[config.mk]
export PLATFORM = sky130hd
export DESIGN_NAME = dmem_arbiter
export DESIGN_NICKNAME = d
export VERILOG_FILES = /design/src/rtl/dmem_arbiter.sv
export SDC_FILE = /design/constraint.sdc
export NUM_CORES = 1
export LEC_CHECK = 0
export ABC_AREA = 1
export CAP_MARGIN = 25
export CORE_ASPECT_RATIO = 0.7
export CORE_MARGIN = 10
export CORE_UTILIZATION = 43
export DETAILED_ROUTE_END_ITERATION = 6
export MAX_ROUTING_LAYER = met4
export PLACE_DENSITY = 0.83
export SYNTH_ARGS = -nofsm -noshare
export SYNTH_HDL_FRONTEND = slang
export SYNTH_SLANG_ARGS = --single-unit
[constraint.sdc]
create_clock -name clk -period 2 [get_ports clk]
set_input_delay 0.6 -clock clk [delete_from_list [all_inputs] [get_ports clk]]
set_output_delay 0.6 -clock clk [all_outputs]
set_load 0.02 [all_outputs]
[src/rtl/dmem_arbiter.sv]
// rtl/dmem_arbiter.sv - two-port round-robin arbiter in front of a single-port data memory
//
// Purpose:
//   Shares one single-port data memory between the core load/store path and a
//   debug/program-loader port. Each access runs IDLE -> ACCESS (MEM_LAT cycles)
//   -> DONE. Only one transaction is outstanding at a time. Ties are broken
//   round-robin, and after reset the core wins the first tie.
//
// Ports:
//   clk, rst_n                      clock, asynchronous active-low reset
//   core_req/we/addr/wdata          core request, held until core_done
//   core_gnt, core_done, core_rdata core grant (ACCESS), done pulse, read data
//   dbg_*                           same set of signals for the debug port
//   mem_en/we/addr/wdata            memory command, zero outside ACCESS
//   mem_rdata                       memory read data, valid in last ACCESS cycle
//   busy                            state != IDLE
module dmem_arbiter #(
   parameter int ADDR_W  = 32,
   parameter int DATA_W  = 32,
   parameter int MEM_LAT = 1
) (
   input  logic              clk,
   input  logic              rst_n,
   input  logic              core_req,
   input  logic              core_we,
   input  logic [ADDR_W-1:0] core_addr,
   input  logic [DATA_W-1:0] core_wdata,
   output logic              core_gnt,
   output logic              core_done,
   output logic [DATA_W-1:0] core_rdata,
   input  logic              dbg_req,
   input  logic              dbg_we,
   input  logic [ADDR_W-1:0] dbg_addr,
   input  logic [DATA_W-1:0] dbg_wdata,
   output logic              dbg_gnt,
   output logic              dbg_done,
   output logic [DATA_W-1:0] dbg_rdata,
   output logic              mem_en,
   output logic              mem_we,
   output logic [ADDR_W-1:0] mem_addr,
   output logic [DATA_W-1:0] mem_wdata,
   input  logic [DATA_W-1:0] mem_rdata,
   output logic              busy
);

   localparam int CNT_W = (MEM_LAT > 1) ? $clog2(MEM_LAT) : 1;
   localparam logic OWN_CORE = 1'b0;
   localparam logic OWN_DBG  = 1'b1;

   typedef enum logic [1:0] {
      S_IDLE   = 2'd0,
      S_ACCESS = 2'd1,
      S_DONE   = 2'd2
   } state_t;

   state_t              state_q, state_d;
   logic [CNT_W-1:0]    cnt_q, cnt_d;
   // owner_q is the current owner while busy and the last owner while idle;
   // it resets to DBG so the core wins the first tie.
   logic                owner_q, owner_d;
   logic                we_q, we_d;
   logic [ADDR_W-1:0]   addr_q, addr_d;
   logic [DATA_W-1:0]   wdata_q, wdata_d;
   logic [DATA_W-1:0]   core_rdata_q, core_rdata_d;
   logic [DATA_W-1:0]   dbg_rdata_q, dbg_rdata_d;
   logic                pick_dbg;

   // Debug wins when it is the only requester, or on a tie when the core
   // had the previous grant.
   assign pick_dbg = dbg_req && (!core_req || (owner_q == OWN_CORE));

   // State register
   always_ff @(posedge clk or negedge rst_n) begin
      if (!rst_n) begin
         state_q <= S_IDLE;
      end else begin
         state_q <= state_d;
      end
   end

   // Next-state logic
   always_comb begin
      state_d = state_q;
      case (state_q)
         S_IDLE:   if (core_req || dbg_req) state_d = S_ACCESS;
         S_ACCESS: if (cnt_q == '0) state_d = S_DONE;
         S_DONE:   state_d = S_IDLE;
         default:  state_d = S_IDLE;
      endcase
   end

   // Datapath next values: grant latch, latency counter, read capture
   always_comb begin
      cnt_d        = cnt_q;
      owner_d      = owner_q;
      we_d         = we_q;
      addr_d       = addr_q;
      wdata_d      = wdata_q;
      core_rdata_d = core_rdata_q;
      dbg_rdata_d  = dbg_rdata_q;
      case (state_q)
         S_IDLE: begin
            if (core_req || dbg_req) begin
               owner_d = pick_dbg ? OWN_DBG : OWN_CORE;
               we_d    = pick_dbg ? dbg_we    : core_we;
               addr_d  = pick_dbg ? dbg_addr  : core_addr;
               wdata_d = pick_dbg ? dbg_wdata : core_wdata;
               cnt_d   = CNT_W'(MEM_LAT - 1);
            end
         end
         S_ACCESS: begin
            if (cnt_q != '0) begin
               cnt_d = cnt_q - CNT_W'(1);
            end else if (!we_q) begin
               if (owner_q == OWN_DBG) dbg_rdata_d  = mem_rdata;
               else                    core_rdata_d = mem_rdata;
            end
         end
         default: ;
      endcase
   end

   always_ff @(posedge clk or negedge rst_n) begin
      if (!rst_n) begin
         cnt_q        <= '0;
         owner_q      <= OWN_DBG;
         we_q         <= 1'b0;
         addr_q       <= '0;
         wdata_q      <= '0;
         core_rdata_q <= '0;
         dbg_rdata_q  <= '0;
      end else begin
         cnt_q        <= cnt_d;
         owner_q      <= owner_d;
         we_q         <= we_d;
         addr_q       <= addr_d;
         wdata_q      <= wdata_d;
         core_rdata_q <= core_rdata_d;
         dbg_rdata_q  <= dbg_rdata_d;
      end
   end

   // Output logic: everything is decoded from registered state, so an
   // asynchronous reset clears the outputs immediately.
   always_comb begin
      mem_en    = 1'b0;
      mem_we    = 1'b0;
      mem_addr  = '0;
      mem_wdata = '0;
      core_gnt  = 1'b0;
      dbg_gnt   = 1'b0;
      core_done = 1'b0;
      dbg_done  = 1'b0;
      busy      = (state_q != S_IDLE);
      case (state_q)
         S_ACCESS: begin
            mem_en    = 1'b1;
            mem_we    = we_q;
            mem_addr  = addr_q;
            mem_wdata = wdata_q;
            core_gnt  = (owner_q == OWN_CORE);
            dbg_gnt   = (owner_q == OWN_DBG);
         end
         S_DONE: begin
            core_done = (owner_q == OWN_CORE);
            dbg_done  = (owner_q == OWN_DBG);
         end
         default: ;
      endcase
   end

   assign core_rdata = core_rdata_q;
   assign dbg_rdata  = dbg_rdata_q;

endmodule

Yosys cells after proc, flatten, opt, wreduce, memory -nomap -nowiden:

Index checks and enable logic that the tools add are counted.

* bits in registers: 133
* word-level logic and storage cells: 46
* input bits: 166
* output and inout port bits: 135

* reduce and logical (&&, ||, !) cells: 12
* muxes and demuxes: 18
* eq/ne operators: 4
* bitwise gates (word level): 3
* $add $sub $neg: 1

Operators by type and width (number)
* $mux W32: 4
* $mux W1: 10
* $reduce_and A4 Y1: 2
* $reduce_and A2 Y1: 3
* $mux W2: 2
* $ne A2 B2 Y1 const B: 2
* $pmux W2 S2: 1
* $reduce_bool A2 Y1: 2
* $not A1 Y1: 3
* $eq A2 B1 Y1 const B: 1
* $eq A2 B2 Y1 const B: 1
* $logic_not A2 Y1: 1
* $logic_or A1 B1 Y1: 2
* $pmux W1 S2: 1
* $logic_and A1 B1 Y1: 1
* $logic_not A1 Y1: 1
* $sub A1 B1 Y1 const B: 1

Depth between registers and ports, before layout:

* depth after elaboration: 4
* gate-level depth with buffers: 7
* depth with buffers taken out: 5

Least setup slack after synthesis:

Ideal clock, no wire load.

* path type: flip-flop to output port
* start: register owner_q
* end: output port dbg_done
* stages on the path, launching flop included: 5
* buffers on the path: 2
* required time: 1.400 ns
* data arrival time: 1.427 ns
* setup slack: -0.027 ns
* cell sequence: dfstp_2 > buf_2 > inv_2 > clkbuf_1 > nor3_1

* longest elaborated chain between the ends: 1

RTL lines
* start: declaration: RTL line 60 `logic owner_q, owner_d;`
* start signal: assignment: RTL line 134 `owner_q <= owner_d;`
* $mux W1: RTL line 155 `case (state_q)`
* end: declaration: RTL line 36 `output logic dbg_done,`

No other way between the ends.

Final worst setup path:

* start: register state_q[0]
* end: output port mem_wdata[26]

* longest elaborated chain between the ends: 2

RTL lines
* start: declaration: RTL line 56 `state_t state_q, state_d;`
* start signal: assignment: RTL line 77 `state_q <= state_d;`
* $eq A2 B1 Y1: RTL line 155
* $mux W32: RTL line 155
* end: declaration: RTL line 41 `output logic [DATA_W-1:0] mem_wdata,`

No other way between the ends.

==> metrics <==
share of power burned in registers 27.4%; Site Rows 38; ratio of cells with drive above 1 in the final layout about 15%; crit end category output pin; Switching Fraction between 40 and 50%; DRT met1 WL 10.8 mm; Synth Area in Compound Gates 0.197%; sequential cell area around 3300 µm²; final setup TNS -3.47 ns; Async S/R FF share, synth 100%; crit path buf inv count 4; clock network power share 18.7%; RSZ-0062 raised after global routing yes; synthesized area roughly 7000 µm²; synth cell count leaders nand2_1 (326), inv_1 (196), nand3_1 (132); area leader, netlist dfrtp_1; largest net degree at the start of global routing 67; combinational fraction of design power 53.9%; total gr overflow 0; post-detailed-route count of antenna-violating nets 0; Cells after Synth 999; initial antenna violation count 1; GRT Resource Usage Total 23.2%; Max H-tree Level 4; nature of the critical path startpoint register; Reg2Reg Setup Slack roughly 0.14 ns; post-detailed-placement cell area 10300 µm²; hold_buf cts 0; Initial Utilization ~44%; vias in the first global route roughly 7400; Synth area leaders dfrtp_1 (47%), nand2_1 (17%), inv_1 (11%); Cell Chain, Critical Path inv_2, nor2_4, inv_4, buf_12, nor2_1, buf_4; Tmin final 2.08 ns; Via density 4.86; number of flops mapped to enable cells by yosys 0; Slew @ Worst Pin 0.655 ns; sequential share of the synthesized area between 40% and 50%; worst skew pair latency 0.40 ns; filler instances 1217; Crit Path Class reg2out; GPL Wtd Cong a little under 0.9; Peak supply drop about 900 µV; part of the cycle the worst path needs 104%; vias post-DR 7418; Ys Warns 0; post-layout util between 70% and 80%; CP Data Arrival Time 1.48 ns; Net Count, Synth 1165; final net count between 1000 and 1500; core area about 16000 µm²; Slew HR 56.3%; post-synthesis mux area share 0%; Reg2Reg Depth 9; Final Hold Viols 0; count leader, synth nand2_1; DPL Wire Length 18.5 mm; largest family of logic cells by synthesized area simple AND/OR/NAND/NOR gates; first-pass GRT wire length a little over 40 mm; commonest register cell after synthesis dfrtp_1; reg2reg start owner_q; Met2 Wirelength 12.3 mm; CTS Buf Count 17; xor and xnor area share after synthesis 0%; Clock Tree Buf Depth 2; LEAKAGE 6.40 nW; syn_area_per_cell about 7 µm²; Post-route DRC 0; drt pass-1 iters 5; Max Freq 0.481 GHz; PD cells between 1500 and 2000 nW/µm²; max layer used met4; Die Wd 173 µm; die footprint 21900 µm²; RR Endpoint wdata_q[29]; status finished with violations; CTS tree done; Max Cap Violations 0; area share of the largest cell type after synthesis 46.8%; #FFs+latches synth 132; post-synth cell types 19; multi-input logic area around 2700 µm²; Clk pin slew, worst setup/hold paths 0.06 ns; delay-heaviest family, CP buffers and inverters; Max stage delay on crit path approximately 0.4 ns; Clock Skews 0.0100 ns; failing checks negative setup slack; Int Power 9.98 mW; WL met3 2.00 mm; WL final 25.7 mm; Synth Area in Simple Gates 36.9%; crit-path max FO 27; Crit-path slowest cell dfrtp_1; WL/cell 16.8 µm; die span in y 127 µm; Adder-Cell Fraction of Synth Area 0%; # clock sinks 132; HP Class in2async; final instance area 11300 µm²; io pins 301; Switch Pwr 7.49 mW; Port Buffer Count 300; critical path required time 1.40 ns; root buffer cell clkbuf_16; worst setup margin -0.0792 ns; Pins Over Slew Limit 0; final setup fails 69; P&R area growth vs syn 60.9%; initial drt markers 638
[final cells by class]
cell class / count / share of cell area (%)
timing repair buffer: 343 / 31.6
sequential: 132 / 29.3
multi-input combinational: 599 / 24.4
inverter: 199 / 6.71
clock buffer: 19 / 3.93
tap: 220 / 2.44
clock inverter: 12 / 1.59
antenna: 1 / 0.0222
[worst register-to-register path, delay by kind of cell (launching register included)]
kind / cells / cell delay [ns]
flip-flops: 1 / 0.55
buffers and inverters: 4 / 0.63
AND/OR/NAND/NOR: 5 / 0.56
[metal layers]
metal | track usage (%) | up-vias
met4 | 7.34 | 0
met5 | - | -
met3 | 6.02 | 37
met1 | 28.5 | 3435
met2 | 37.0 | 322
li1 | - | 3624
[timing repair]
item,4_1_cts,5_1_grt
pin swaps,2,1
setup buffers,7,0
gates cloned,3,0
endpoints found under the setup margin,84,183
gates resized for setup,394,73
[through the flow]
step,worst slack (ns),std cells,power [mW],hold slack [ns]
floorplan,0.119,999,9.57,0.304
global placement,-0.0652,1483,13.5,0.453
detailed placement,-0.121,1483,13.7,0.457
CTS,-0.0916,1524,17.4,0.0715
global route,-0.155,1525,18.6,0.0707
finish,-0.0792,1525,17.5,0.0746
[sequential cells by signal (all words and copies together), names as in the netlist]
signal	count
dbg_rdata	32
owner_q	1
we_q	1
core_rdata	32
wdata_q	32
state_q	2
addr_q	32
[power by group through the flow]
stage | logic (mW) | registers (mW) | clock network, mW
floorplan | 4.11 | 5.46 | 0
global route | 10.2 | 4.93 | 3.44
finish | 9.41 | 4.78 | 3.28
CTS | 9.31 | 4.78 | 3.32
detailed placement | 8.94 | 4.79 | 0
global placement | 8.77 | 4.76 | 0
[worst max-delay path by stage]
stage / startpoint / to / slack, ns / cells past startpoint
global placement: state_q[1] / mem_wdata[28] / -0.07 / 5
CTS: state_q[0] / mem_addr[0] / -0.09 / 6
finish: state_q[0] / mem_wdata[26] / -0.08 / 6
floorplan: owner_q / dbg_gnt / 0.12 / 4
detailed placement: state_q[1] / mem_wdata[13] / -0.12 / 5
global route: state_q[0] / mem_wdata[21] / -0.16 / 6
[kinds of logic after synthesis]
logic type,after synthesis
and+or+nand+nor,597
buffers and inverters,268
DFF,132
AOI/OAI and AO/OA,2
[cell usage in the layout, fill, tap and decap left out, types with 2 or more instances in the layout]
master             n
buf_6             33
clkdlybuf4s50_1  181
bufinv_16          4
nand4_1           64
buf_2              2
nand2_2            2
nor2_4             6
dfrtp_1          131
clkbuf_16         17
nand2_1          324
buf_12            13
bufbuf_16          2
dlygate4sd2_1     14
inv_2              2
inv_1            194
dlymetal6s2s_1    32
clkinv_2           3
nand3_1          132
nor2_2            34
inv_4              2
buf_4             65
clkinv_4           4
nor2_1            32
Note: power is estimated with default switching activity, not from simulation.
